$ cat src/rtl/sar_search_4bit.sv
// Successive-approximation controller: drives a trial operand onto a registered comparator
// and resolves one bit per step, MSB first, reporting the recovered value with a done pulse.
module sar_search_4bit #(
  parameter int WIDTH       = 4,
  parameter int CMP_LATENCY = 1   // must be >= 1
) (
  input  logic             clk,
  input  logic             rst,
  input  logic             start,
  input  logic             cmp_e,
  input  logic             cmp_g,
  input  logic             cmp_l,
  output logic [WIDTH-1:0] trial,
  output logic             busy,
  output logic             done,
  output logic [WIDTH-1:0] result,
  output logic             err
);

  localparam int IW = (WIDTH > 1) ? $clog2(WIDTH) : 1;
  localparam int CW = (CMP_LATENCY > 1) ? $clog2(CMP_LATENCY) : 1;

  typedef enum logic [1:0] {IDLE, WAIT, SAMPLE} state_t;

  state_t           state, state_nxt;
  logic [IW-1:0]    bit_idx;
  logic [CW-1:0]    wait_cnt;
  logic [WIDTH-1:0] trial_nxt;
  logic             accept, verdict_ok, keep, wait_last;

  // The done cycle itself never accepts a start; the following cycle can.
  assign accept     = (state == IDLE) && start && !done;
  assign verdict_ok = $onehot({cmp_e, cmp_g, cmp_l});
  assign keep       = verdict_ok && (cmp_g || cmp_e);
  assign wait_last  = (wait_cnt == CW'(CMP_LATENCY - 1));

  always_ff @(posedge clk) begin
    if (rst) state <= IDLE;
    else     state <= state_nxt;
  end

  always_comb begin
    state_nxt = state;
    case (state)
      IDLE:    if (accept) state_nxt = WAIT;
      WAIT:    if (wait_last) state_nxt = SAMPLE;
      SAMPLE:  state_nxt = (bit_idx == '0) ? IDLE : WAIT;
      default: state_nxt = IDLE;
    endcase
  end

  // Resolve the current bit and arm the next lower one; invalid verdicts clear like L.
  always_comb begin
    trial_nxt          = trial;
    trial_nxt[bit_idx] = keep;
    if (bit_idx != '0) trial_nxt[bit_idx - 1'b1] = 1'b1;
  end

  always_ff @(posedge clk) begin
    if (rst) begin
      trial    <= '0;
      busy     <= 1'b0;
      done     <= 1'b0;
      result   <= '0;
      err      <= 1'b0;
      bit_idx  <= '0;
      wait_cnt <= '0;
    end else begin
      done <= 1'b0;
      case (state)
        IDLE: begin
          if (accept) begin
            trial    <= {1'b1, {(WIDTH-1){1'b0}}};
            busy     <= 1'b1;
            err      <= 1'b0;
            bit_idx  <= IW'(WIDTH - 1);
            wait_cnt <= '0;
          end
        end
        WAIT: wait_cnt <= wait_cnt + 1'b1;
        SAMPLE: begin
          trial    <= trial_nxt;
          wait_cnt <= '0;
          if (!verdict_ok) err <= 1'b1;
          if (bit_idx == '0) begin
            result <= trial_nxt;
            done   <= 1'b1;
            busy   <= 1'b0;
          end else begin
            bit_idx <= bit_idx - 1'b1;
          end
        end
        default: ;
      endcase
    end
  end

endmodule
$ cat config.mk
export PLATFORM = sky130hd
export DESIGN_NAME = sar_search_4bit
export DESIGN_NICKNAME = d
export VERILOG_FILES = /design/src/rtl/sar_search_4bit.sv
export SDC_FILE = /design/constraint.sdc
export NUM_CORES = 1
export LEC_CHECK = 0
export ABC_CLOCK_PERIOD_IN_PS = 2970
export CAP_MARGIN = 30
export CORE_UTILIZATION = 52
export DETAILED_ROUTE_END_ITERATION = 8
export PLACE_DENSITY = 0.81
export SLEW_MARGIN = 30
export SYNTH_ARGS = -nofsm -noshare
export SYNTH_HDL_FRONTEND = slang
export SYNTH_SLANG_ARGS = --single-unit
export TNS_END_PERCENT = 1
$ cat constraint.sdc
create_clock -name clk -period 2.97 [get_ports clk]
set_clock_uncertainty 0.15 [all_clocks]
set_input_delay 0.594 -clock clk [delete_from_list [all_inputs] [get_ports clk]]
set_output_delay 0.594 -clock clk [all_outputs]
set_load 0.02 [all_outputs]
* After elaboration in Yosys (flattened, before gate mapping)
Cells that the tools add are included.
** Operators by class
- Mux-type cells :: 23
- Equality and inequality tests :: 8
- Reductions and logical operators :: 20
- $lt $le $gt $ge :: 4
- Add/sub/neg operators :: 4
- Bitwise operators :: 2
** Operators by type and width (count)
- $ne A2 B2 Y1 const B :: 5
- $reduce_and A3 Y1 :: 3
- $mux W1 :: 8
- $mux W2 :: 4
- $mux W4 :: 2
- $pmux W4 S2 :: 1
- $reduce_and A2 Y1 :: 4
- $lt A2 B3 Y1 const B :: 2
- $pmux W2 S3 :: 1
- $logic_and A1 B1 Y1 :: 5
- $bwmux W4 :: 1
- $demux W1 S2 :: 2
- $eq A2 B1 Y1 const B :: 2
- $ge A2 B1 Y1 const B :: 2
- $logic_not A2 Y1 :: 2
- $or A4 B4 Y4 :: 1
- $pmux W1 S2 :: 2
- $pmux W2 S2 :: 1
- $reduce_bool A2 Y1 :: 2
- $pmux W1 S3 :: 1
- $reduce_bool A3 Y1 :: 1
- $add A1 B1 Y2 :: 1
- $add A2 B1 Y2 :: 1
- $eq A2 B2 Y1 const B :: 1
- 6 further kinds :: 6
** Storage, ports and cells
- Word-level logic and storage cells :: 69
- Flip-flop bits (word level) :: 16
- Output and inout bits :: 11

* Depth between registers and ports, before layout
- Depth after elaboration :: 8
- Mapped depth :: 6
- Mapped depth without buffers :: 6

* Worst setup path after synthesis
Ideal clock, no wire load.
- Path kind :: input to register
- Start point :: input port cmp_e
- End point :: register result[1]
- Buffers on the path :: 0
- Stages :: 5
- Path slack :: 0.945 ns
- Arrival time :: 1.790 ns
- Data required time :: 2.734 ns
- Path through :: fa_1 nand2b_1 nor2_1 a221oi_1 a211oi_1
** On the way
- Cells in the longest elaborated chain, start to end :: 6
** Ends and longest elaborated chain
- from (decl) :: line 10 : input logic cmp_e,
- $add A2 B1 Y2 (implied by the code) :: line 33 : assign verdict_ok = $onehot({cmp_e, cmp_g, cmp_l});
- $eq A2 B1 Y1 :: line 33
- $logic_and A1 B1 Y1 * :: line 34 : assign keep = verdict_ok && (cmp_g || cmp_e);
- $bwmux W4 * :: line 55 : trial_nxt[bit_idx] = keep;
- $or A4 B4 Y4 (no line)
- $mux W4 * :: line 56 : if (bit_idx != '0) trial_nxt[bit_idx - 1'b1] = 1'b1;
- to (signal assigned) :: line 86 : result <= trial_nxt;
- to (decl) :: line 16 : output logic [WIDTH-1:0] result,
Mark *: on every way between the ends. The rest lies on a longest branch, timed or not.
A chain may end at the register's enable or synchronous reset.

* Final worst setup path
- Start point :: input port cmp_e
- End point :: register result[2]
The elaborated chain is that of the path after synthesis.

==> impl.org <==
** Outcome
- The flow ran to the end, and the final reports show no timing, DRC or antenna violations.

** Clocking
- After clock tree synthesis, the clock-pin slew on the worst setup and hold paths is 0.09 ns.
- Clock latency of the later-clocked register in the worst-skew pair :: 0.29 ns
- Clock Sink Count :: 16
- CTS built an H-tree with a depth of 1.
- The clock passes through at most 2 buffers.
- In this run, post-CTS hold repair placed 0 buffers.
- Cells resized by post-CTS repair :: 0
- # Post-CTS Setup Buffers :: 0
- Buffers inserted during clock tree synthesis total 3.
- Clock tree from TritonCTS :: yes
- Clock tree root driver cell :: clkbuf_4

** Critical path
- Kind of capture point of the worst setup path :: flop
- Of all nets on the critical path, the largest fanout is 6.
- Worst Path Required :: 3.02 ns
- On the critical path, the stage with the largest delay is an instance of fa_1.
- For this run, the slowest stage of the critical path takes 0.55 ns.
- Arr. time, crit path :: 2.43 ns
- The critical path is of the input port to flop type.
- STA classifies the critical path startpoint as an input port.
- CP Cell Sequence :: clkdlybuf4s50_1 -> fa_1 -> nand2b_1 -> nor2_1 -> mux2i_1 -> a211oi_1

** Power
- Of the total power, the share spent switching nets is 0.290.
- Of the total power, combinational logic draws 0.209.
- Peak ir drop on the vdd network :: 0.236 mV
- Total power for the finished layout comes to 495 µW.
- Sequential cell fraction of total power :: 0.496
- Power spread over the standard cell area amounts to 493 nW/µm².
- Of the total power, the clock network draws 0.296.
- Leak Pwr :: 0.000366 µW
- The internal power of the cells totals 352 µW.
- The analysis attributes to net switching a power of 143 µW.

** Routing
- DRC Markers :: 0
- Avg Vias per Cell :: 5.56
- Via total after detailed routing :: 673
- For this run, the detailed router's first-pass iteration total came to 4.
- The detailed router finished its first iteration with 10 violations.
- Remaining number of nets flagged by the antenna check after routing :: 0
- After detailed routing, the total wire length is 1600 µm.
- In the final routed layout, each cell accounts on average for 13.2 µm.

** STA
- Final period demand of the worst path :: 2.37 ns
- Setup violations remaining at the end of the flow were counted as 0.
- Setup repair after global routing left no endpoint under its margin.
- Fmax :: 421 MHz
- Pins Over Slew Limit :: 0
- Setup TNS Final :: 0 ns
- Fraction of the cycle the final worst path needs :: 0.799
- Relative slew margins :: 0.625
- Count of endpoints failing hold in the final timing report :: 0
- For the pin with the worst max-slew slack, the measured transition is 0.561 ns.

** Floorplanning
- The die is 41.4 µm tall.
- Boundary pin count :: 17
- The region available for standard cell placement spans 1370 µm².
- The floorplan has 13 rows.
- The initial utilization of the core area, before any placement, comes to 0.592.
- Die ar. :: 1720 µm²
- The die is 41.4 µm wide.

** Hold path
- HP Class :: flop to flop

** Global routing
- Entering global routing, the biggest net connects 17 pins.
- After global routing the overflow that remains totals 0.
- The first global-routing pass estimated 2600 µm of wire.
- Overall track demand over capacity in global routing :: 0.199
- Number of global-route vias before repair :: 587
- The initial antenna violation count was 0.

** Synthesis
- Counting every net in the synthesized netlist gives 101.
- Flip-flop and latch count after synthesis :: 16
- Synthesis handed over a netlist of 89 instances.
- For this run, the number of Yosys warnings is 0.
- Average cell area after synthesis :: 9.08 µm²
- The synthesized netlist occupies a cell area of 808 µm².
- Sequential fraction of the synthesis area :: 0.396
- Unique masters post-synth :: 26

** Place
- Placement-stage cell area :: 967 µm²
- Number of placed cells counting well taps :: 117
- In this run the tool buffered the top-level ports with 16 buffer cells.
- Final weighted congestion in routability-driven placement :: 0.848
- Once detailed placement completed, the half-perimeter wirelength came to 1180 µm.

** Finish
- 0 antenna diodes ended up in the layout.
- Measured on the finished design, the core utilization comes to 0.734.
- Ratio of cells with drive above 1 in the final layout :: 0.0660
- After the flow finishes, the layout carries non-filler instances totaling 121.
- From synthesis to final layout, the design area changed by 24.1%.
- Nets :: 119
- Cell area after layout :: 1000 µm²

** Flow run
- Max-cap violations in this run came to 0.
==> layer usage <==
metal,vias to the layer above,share of wire,global-route usage
met3,5,0.046,0.0565
met2,16,0.44,0.294
met1,305,0.49,0.258
li1,347,-,-
met4,0,0.023,0.116
met5,-,0,0
==> cell families (layout without fill, tap and decap cells) <==
family	after synthesis	after routing	synth area share
DFF	16	16	0.396
adders and majority gates	6	6	0.102
buffers and inverters	5	22	0.0340
AOI/OAI and AO/OA	23	23	0.181
muxes	2	2	0.0248
and+or+nand+nor	37	37	0.262
==> synth_stat cells <==
library cell / instances / area (µm²)
and2_1: 1 / 6.26
or2b_1: 1 / 7.51
fa_1: 1 / 20.0
a221oi_1: 1 / 8.76
or2_1: 1 / 6.26
nor2b_1: 5 / 31.3
mux2i_1: 2 / 20.0
o2bb2ai_1: 2 / 17.5
buf_6: 1 / 11.3
nor2_1: 14 / 52.6
a21oi_1: 7 / 35.0
inv_1: 2 / 7.51
dfxtp_1: 16 / 320
ha_1: 5 / 62.6
nand2b_1: 2 / 12.5
clkbuf_2: 1 / 5.00
clkbuf_1: 1 / 3.75
nor3b_1: 3 / 22.5
nand2_1: 4 / 15.0
o21ai_0: 6 / 30.0
nand3_1: 1 / 5.00
o21ba_2: 1 / 10.0
a211oi_1: 6 / 45.0
nor2b_4: 1 / 13.8
nor3_1: 3 / 15.0
nor4b_4: 1 / 23.8
==> cell usage in the layout, fill, tap and decap left out, drive strengths merged <==
master and instances:
dfxtp 16, clkdlybuf4s50 16, nor2 14, a21oi 7, o21ai 6, a211oi 6
nor2b 6, ha 5, nand2 4, clkbuf 4, nor3 3, nor3b 3
inv 2, nand2b 2, o2bb2ai 2, mux2i 2, and2 1, o21ba 1
or2b 1, nor4b 1, or2 1, nand3 1, a221oi 1, fa 1
==> power groups by stage <==
stage                     logic, µW  clock network (µW)  registers [µW]
after detailed placement        103                   0             250
after CTS                       103                 149             245
after global routing            113                 159             248
after global placement         99.3                   0             250
after floorplan                62.9                   0             254
final                           103                 146             245
==> critical path, delay by kind of cell <==
kind / cells / cell delay, ns
mux: 1 / 0.15
buf+inv: 1 / 0.45
fa+ha+maj: 1 / 0.55
compound gates: 1 / 0.27
simple gates: 2 / 0.41
==> cell type report <==
type / instances / area, µm²
repair buffers: 16 / 160
multi-input cells: 68 / 460
well taps: 15 / 18.8
clock buffers: 4 / 36.3
fillers: 107 / 363
inverters: 2 / 7.51
flip-flops and latches: 16 / 320
==> path summary, 6_finish.rpt <==
path	to	cells past startpoint	slack [ns]	start
min	err	2	0.34	err
max	result[2]	6	0.60	cmp_e
max reg2reg	bit_idx[1]	6	1.09	bit_idx[0]
min reg2reg	err	2	0.34	err
==> through the flow <==
step                      hold WS [ns]  setup slack, ns
after global placement           0.308            0.394
after floorplan                  0.290            0.945
final                            0.336            0.597
after global routing             0.371            0.465
after CTS                        0.333            0.619
after detailed placement         0.317            0.328
==> state kept, by name (all words and copies together) (netlist names) <==
register,flops
result,4
trial,4
bit_idx,2
state,2
busy,1
done,1
err,1
wait_cnt,1
Power figures use the tool's default switching activity.
